--- src/rtl/imem_boot_ctrl_pkg.sv ---
// Shared definitions for the boot/program-load controller.
// Holds the controller state encoding and the word-assembly geometry.
package boot_pkg;

  // Controller modes: fetch unit owns imem (RUN), UART image is being
  // written (LOAD), CPU held in reset before restarting at PC 0 (DONE).
  typedef enum logic [1:0] {
    RUN  = 2'd0,
    LOAD = 2'd1,
    DONE = 2'd2
  } boot_state_e;

  // Bytes assembled into one instruction word.
  localparam int BYTES_PER_WORD = 4;

endpackage : boot_pkg

--- src/rtl/imem_boot_ctrl_word_asm.sv ---
// Byte-to-word assembler for the boot controller.
// Collects big-endian bytes (first byte lands in bits [31:24]) and emits a
// one-cycle word_valid_o pulse, with the word held on word_o, the cycle
// after the last byte of a word arrives. clear_i drops any partial word.
module boot_word_asm
  import boot_pkg::*;
(
  input  logic        clock,
  input  logic        reset,
  input  logic        clear_i,
  input  logic        byte_valid_i,
  input  logic [7:0]  byte_i,
  output logic        word_valid_o,
  output logic [31:0] word_o
);

  localparam logic [1:0] LAST_BYTE = 2'(BYTES_PER_WORD - 1);

  logic [1:0]  cnt_q, cnt_d;
  logic [23:0] shift_q, shift_d;
  logic [31:0] word_q, word_d;
  logic        word_valid_q, word_valid_d;
  logic [31:0] pushed;

  // Next-state: shift the new byte in, publish the word on the last byte.
  always_comb begin
    cnt_d        = cnt_q;
    shift_d      = shift_q;
    word_d       = word_q;
    word_valid_d = 1'b0;
    pushed       = {shift_q, byte_i};
    if (clear_i) begin
      cnt_d   = 2'd0;
      shift_d = 24'd0;
    end else if (byte_valid_i) begin
      if (cnt_q == LAST_BYTE) begin
        word_d       = pushed;
        word_valid_d = 1'b1;
        cnt_d        = 2'd0;
        shift_d      = 24'd0;
      end else begin
        shift_d = pushed[23:0];
        cnt_d   = cnt_q + 2'd1;
      end
    end
  end

  // State registers with synchronous reset.
  always_ff @(posedge clock) begin
    if (reset) begin
      cnt_q        <= 2'd0;
      shift_q      <= 24'd0;
      word_q       <= 32'd0;
      word_valid_q <= 1'b0;
    end else begin
      cnt_q        <= cnt_d;
      shift_q      <= shift_d;
      word_q       <= word_d;
      word_valid_q <= word_valid_d;
    end
  end

  assign word_valid_o = word_valid_q;
  assign word_o       = word_q;

endmodule : boot_word_asm

--- src/rtl/imem_boot_ctrl.sv ---
// Boot/program-load controller between UART RX, fetch unit and imem.
// RUN: fetch PC drives the imem address. A start_pg pulse enters LOAD,
// where UART bytes are packed into words written from address 0 upward
// while the CPU is held in reset. LOAD ends on an idle timeout (partial
// word dropped) or when memory is full; DONE then holds cpu_rst for
// RST_CYC cycles so the core restarts cleanly at PC 0.
// Optional build macro: IMEM_BOOT_XSUM_EN enables the XOR checksum of all
// accepted bytes on load_xsum; otherwise load_xsum is constant zero.
module imem_boot_ctrl
  import boot_pkg::*;
#(
  parameter int ADDR_W      = 14,
  parameter int TIMEOUT_CYC = 100000,
  parameter int RST_CYC     = 4
) (
  input  logic              clock,
  input  logic              reset,
  input  logic              start_pg,
  input  logic              rx_valid,
  input  logic [7:0]        rx_byte,
  input  logic [31:0]       fetch_addr,
  output logic [ADDR_W-1:0] imem_addr,
  output logic              imem_we,
  output logic [31:0]       imem_wdata,
  output logic              cpu_rst,
  output logic              loading,
  output logic [ADDR_W:0]   word_count,
  output logic [7:0]        load_xsum
);

  localparam int TMO_W = $clog2(TIMEOUT_CYC + 1);
  localparam int RST_W = $clog2(RST_CYC + 1);
  localparam logic [TMO_W-1:0]  TMO_LAST = TMO_W'(TIMEOUT_CYC - 1);
  localparam logic [RST_W-1:0]  RST_LAST = RST_W'(RST_CYC - 1);
  // word_count value just before the write that fills the memory
  localparam logic [ADDR_W:0]   WC_LAST  = {1'b0, {ADDR_W{1'b1}}};

  boot_state_e       state_q, state_d;
  logic [ADDR_W-1:0] wr_ptr_q, wr_ptr_d;
  logic [ADDR_W:0]   word_count_q, word_count_d;
  logic [TMO_W-1:0]  tmo_q, tmo_d;
  logic              seen_q, seen_d;
  logic [RST_W-1:0]  rst_cnt_q, rst_cnt_d;
  logic              cpu_rst_q, cpu_rst_d;
  logic              loading_q, loading_d;

  logic              asm_clear;
  logic              byte_accept;
  logic              full_exit;
  logic              asm_word_valid;
  logic [31:0]       asm_word;

  // Only the word-address bits of the byte PC select an imem location.
  logic              unused_fetch_bits;
  assign unused_fetch_bits = ^{fetch_addr[31:ADDR_W+2], fetch_addr[1:0]};

  boot_word_asm u_word_asm (
    .clock        (clock),
    .reset        (reset),
    .clear_i      (asm_clear),
    .byte_valid_i (byte_accept),
    .byte_i       (rx_byte),
    .word_valid_o (asm_word_valid),
    .word_o       (asm_word)
  );

  // The assembler only sees bytes in LOAD; gating keeps writes inside LOAD
  // even for degenerate timeout settings.
  assign imem_we    = asm_word_valid && (state_q == LOAD);
  assign imem_wdata = asm_word;

  // FSM next-state, counters and the imem address mux.
  always_comb begin
    state_d      = state_q;
    wr_ptr_d     = wr_ptr_q;
    word_count_d = word_count_q;
    tmo_d        = tmo_q;
    seen_d       = seen_q;
    rst_cnt_d    = rst_cnt_q;
    asm_clear    = 1'b0;
    byte_accept  = 1'b0;
    full_exit    = 1'b0;
    imem_addr    = fetch_addr[ADDR_W+1:2];
    case (state_q)
      RUN: begin
        if (start_pg) begin
          state_d      = LOAD;
          wr_ptr_d     = '0;
          word_count_d = '0;
          tmo_d        = '0;
          seen_d       = 1'b0;
          asm_clear    = 1'b1;
        end
      end
      LOAD: begin
        imem_addr = wr_ptr_q;
        full_exit = imem_we && (word_count_q == WC_LAST);
        // Pointer advances after the write cycle completes.
        if (imem_we) begin
          wr_ptr_d     = wr_ptr_q + 1'b1;
          word_count_d = word_count_q + 1'b1;
        end
        if (full_exit) begin
          // Memory full: any byte arriving now belongs to no word.
          state_d   = DONE;
          rst_cnt_d = '0;
          asm_clear = 1'b1;
        end else if (rx_valid) begin
          // A byte on the terminal-count cycle keeps the session alive.
          byte_accept = 1'b1;
          seen_d      = 1'b1;
          tmo_d       = '0;
        end else if (seen_q) begin
          if (tmo_q == TMO_LAST) begin
            state_d   = DONE;
            rst_cnt_d = '0;
            asm_clear = 1'b1;
          end else begin
            tmo_d = tmo_q + 1'b1;
          end
        end
      end
      DONE: begin
        if (rst_cnt_q == RST_LAST) begin
          state_d = RUN;
        end else begin
          rst_cnt_d = rst_cnt_q + 1'b1;
        end
      end
      default: begin
        state_d = RUN;
      end
    endcase
    cpu_rst_d = (state_d != RUN);
    loading_d = (state_d == LOAD);
  end

  // State and counter registers with synchronous reset.
  always_ff @(posedge clock) begin
    if (reset) begin
      state_q      <= RUN;
      wr_ptr_q     <= '0;
      word_count_q <= '0;
      tmo_q        <= '0;
      seen_q       <= 1'b0;
      rst_cnt_q    <= '0;
      cpu_rst_q    <= 1'b0;
      loading_q    <= 1'b0;
    end else begin
      state_q      <= state_d;
      wr_ptr_q     <= wr_ptr_d;
      word_count_q <= word_count_d;
      tmo_q        <= tmo_d;
      seen_q       <= seen_d;
      rst_cnt_q    <= rst_cnt_d;
      cpu_rst_q    <= cpu_rst_d;
      loading_q    <= loading_d;
    end
  end

  assign cpu_rst    = cpu_rst_q;
  assign loading    = loading_q;
  assign word_count = word_count_q;

`ifdef IMEM_BOOT_XSUM_EN
  logic [7:0] xsum_q, xsum_d;

  // Running XOR of accepted bytes, restarted on each session entry.
  always_comb begin
    xsum_d = xsum_q;
    if (state_q == RUN && start_pg) begin
      xsum_d = 8'h00;
    end else if (byte_accept) begin
      xsum_d = xsum_q ^ rx_byte;
    end
  end

  // Checksum register with synchronous reset.
  always_ff @(posedge clock) begin
    if (reset) begin
      xsum_q <= 8'h00;
    end else begin
      xsum_q <= xsum_d;
    end
  end

  assign load_xsum = xsum_q;
`else
  assign load_xsum = 8'h00;
`endif

endmodule : imem_boot_ctrl

--- config.mk ---
export PLATFORM = sky130hd
export DESIGN_NAME = imem_boot_ctrl
export DESIGN_NICKNAME = d
export VERILOG_FILES = /design/src/rtl/imem_boot_ctrl_pkg.sv /design/src/rtl/imem_boot_ctrl_word_asm.sv /design/src/rtl/imem_boot_ctrl.sv
export SDC_FILE = /design/constraint.sdc
export NUM_CORES = 1
export LEC_CHECK = 0
export ABC_AREA = 1
export BUFFER_PORTS_ARGS = -buffer_cell sky130_fd_sc_hd__buf_4
export CORE_ASPECT_RATIO = 1.75
export CORE_MARGIN = 2
export CORE_UTILIZATION = 25
export DETAILED_ROUTE_END_ITERATION = 12
export GPL_ROUTABILITY_DRIVEN = 1
export PLACE_DENSITY = 0.46
export SLEW_MARGIN = 20
export SYNTH_ARGS = -nofsm -noshare
export SYNTH_HDL_FRONTEND = slang
export SYNTH_SLANG_ARGS = --single-unit
--- constraint.sdc ---
create_clock -name clock -period 2.1 [get_ports clock]
set_input_delay 0 -clock clock [delete_from_list [all_inputs] [get_ports clock]]
set_output_delay 0 -clock clock [all_outputs]
set_load 0.05 [all_outputs]
==> flow_summary.yaml <==
run_status:
  status: "completed"
power:
  clock_power_share_pct: 51.0
  intPower_mw: 4.336
  seqPwrFrac_pct: 37.1
  p_switching_mw: 1.588
  fin_total_pwr_mw: 5.925
  leakage_nw: 3.305
  combPwrFrac_pct: 11.9
  switching_share_pct: 26.81
  irDropWorstVdd_uv: 385.1
  p_per_area_nw_per_um2: 774.9
finish:
  layout_commonest_cell: "nand2_1"
  final_cell_mix: "nand2_1, nor2_1, dfxtp_1"
  nFillCells: 2626
  drive_gt1_share_pct: 16.70
  antenna-diode-count: 0
  nNetsFinal: 1077
  final_cell_area_sq_um: 7646
  area_delta_synth_final_pct: 29.09
min_path:
  hold_depth: 7
  hp-class: "input pin to flop"
detailed_routing:
  drc_errors: 0
  wl_per_cell_um: 12.74
  vias: 5712
  drt_iter0_markers: 224
  postRouteAntennaNets: 0
  drt-total-wl_um: 17070
  first_pass_iters: 4
  viasPerCell: 4.263
synthesis:
  yosys.area.top_type: "dfxtp_1"
  yosysWarnings: 0
  synth_area_leaders: "dfxtp_1, nand2_1, nor2_1, inv_1, nand3_1"
  yosys_register_bits: 113
  netlist_area_sq_um: 5923
  synth_cell_types: 37
  synth-seq-area-share_pct: 38.19
  syn_inst: 917
  syn_avg_cell_area_sq_um: 6.459
  synth.top_cell.area_share_pct: 38.19
sta:
  fin_crit_sh_pct: 89.66
  hold_viol_final: 0
  max_freq_ghz: 0.5311
  worst_pin_slew_ns: 0.5479
  relSlewSlack_pct: 63.43
  finalSetupViolations: 0
  min_period_ns: 1.883
  worst_slack_ns: 0.2170
  rsz0062_at_grt: "true"
  skew_ns: 0.008224
  final_max_slew_viol_count: 0
global_route:
  grt_max_degree: 53
  grt_pass1_vias: 5722
  overflow: 0
  grt_pass1_wl_um: 28420
  grt_usage_pct: 14.28
  antenna_found_initial: 0
  use_met2_pct: 27.92
  grt_use_met1_pct: 14.47
  met3_usage_pct: 2.802
  busiest_layer: "met2"
critical_path:
  cp-start-kind: "flop"
  crit_fanout: 26
  crit_path_end_kind: "output pin"
  cp_data_required_time_ns: 2.10
  critPathKind: "flop to output pin"
  cp.arrival_ns: 1.88
  rr_worst_depth: 10
clock_network:
  cts_buffers: 17
  cts.sinks: 113
  htreeDepth: 4
  root_buffer: "clkbuf_16"
  clk_pin_slew_worst_paths_ns: 0.06
  clk-insertion-delay-late_ns: 0.42
  cts_tree: "done"
  postCtsSetupRepairBufs: 0
  clock_path_buffers: 2
floorplanning:
  dieArea_sq_um: 24990
  core-area_sq_um: 23330
  rows: 74
  die_h_um: 207.6
  ios: 116
  start_util_pct: 25.39
  die_w_um: 120.4
place:
  dp_hpwl_um: 12560
  io_buffer_count: 89
  place_worst_setup_slack_ns: 0.1850
  placed_area_sq_um: 6925
  gp_congestion: 0.8631
run:
  max_cap_viol_count: 0
==> power groups by stage <==
stage | clock network [mW] | registers (mW) | logic [mW]
global placement | 0 | 2.24 | 0.701
CTS | 3.10 | 2.20 | 0.719
detailed placement | 0 | 2.24 | 0.701
floorplan | 0 | 2.25 | 0.470
finish | 3.02 | 2.20 | 0.705
global route | 3.20 | 2.20 | 0.780
==> layout make-up <==
class	instances	area [sq um]	share of cell area, %
clock buffer	20	456.7	5.973
clock inverter	12	158.9	2.078
inverter	109	410.4	5.367
multi-input combinational	657	2977	38.93
sequential	113	2262	29.59
tap	304	380.4	4.975
timing repair buffer	125	1001	13.09
==> synthesized netlist by cell type (all sizes together) <==
cell    number
nand4       17
o21ai       53
inv        107
dfxtp      113
o21bai       3
a21oi       43
nor3        12
nor2       195
and3         1
nand3b       1
clkinv       2
a21boi       1
conb         1
xor2         2
clkbuf      16
nand3       59
nor3b        2
nand2      243
nor4         3
a211oi       3
buf         29
a31oi        1
ha          10
==> state kept, by name (all words and copies together), names as in the netlist <==
register / flops
cpu_rst: 1
loading: 1
rst_cnt_q: 3
seen_q: 1
state_q: 2
tmo_q: 17
u_word_asm.cnt_q: 2
u_word_asm.shift_q: 24
u_word_asm.word_o: 32
u_word_asm.word_valid_o: 1
word_count: 15
wr_ptr_q: 14
==> routing by layer <==
metal | wire length [um] | share of wire (%)
met1 | 6669 | 39
met2 | 9585 | 56
met3 | 533 | 3.1
met4 | 282 | 1.7
met5 | 0 | 0
==> worst max-delay path, stage by stage, from the launching register on <==
cell	delay, ns
dfxtp_1	0.39
ha_1	0.31
inv_2	0.10
buf_4	0.22
o21ai_0	0.21
buf_4	0.23
==> timing repair <==
action,4_1_cts,5_1_grt
endpoints found under the hold margin,32,0
resized for setup,0,1
hold buffers,10,0
endpoints found under the setup margin,0,5
==> final timing paths <==
| check | endpoint | slack [ns] | start |
|---|---|---|---|
| worst min-delay path | seen_q$_SDFFE_PP0P_ | 0.18 | start_pg |
| worst max register to register | word_count[9]$_SDFFE_PP0P_ | 0.24 | state_q[0]$_SDFF_PP0_ |
| worst min register to register | u_word_asm.cnt_q[1]$_SDFFE_PP0P_ | 0.48 | u_word_asm.cnt_q[1]$_SDFFE_PP0P_ |
| worst max-delay path | imem_addr[5] | 0.22 | state_q[0]$_SDFF_PP0_ |
==> stage by stage <==
stage               hold slack (ns)  cells  setup TNS [ns]  utilization (%)
finish                       0.1843   1340               0            32.77
global route                 0.2022   1340       -0.009769            32.77
CTS                          0.1758   1340               0            32.75
detailed placement           0.3190   1298               0            29.68
global placement             0.3139   1298               0            29.68
floorplan                   0.07847    924         -0.3659                -
==> logic make-up (layout without fill, tap and decap cells) <==
family	Yosys count	in the layout	synth area share [%]
AND/OR/NAND/NOR	533	533	38.09
buffers and inverters	154	266	12.08
flip-flops	113	113	38.19
AO/OA/AOI/OAI	104	104	9.168
adder cells (fa/ha/maj)	10	10	2.112
XOR/XNOR	2	2	0.2958
other	1	8	0.06331
Note: power is estimated with default switching activity, not from simulation.
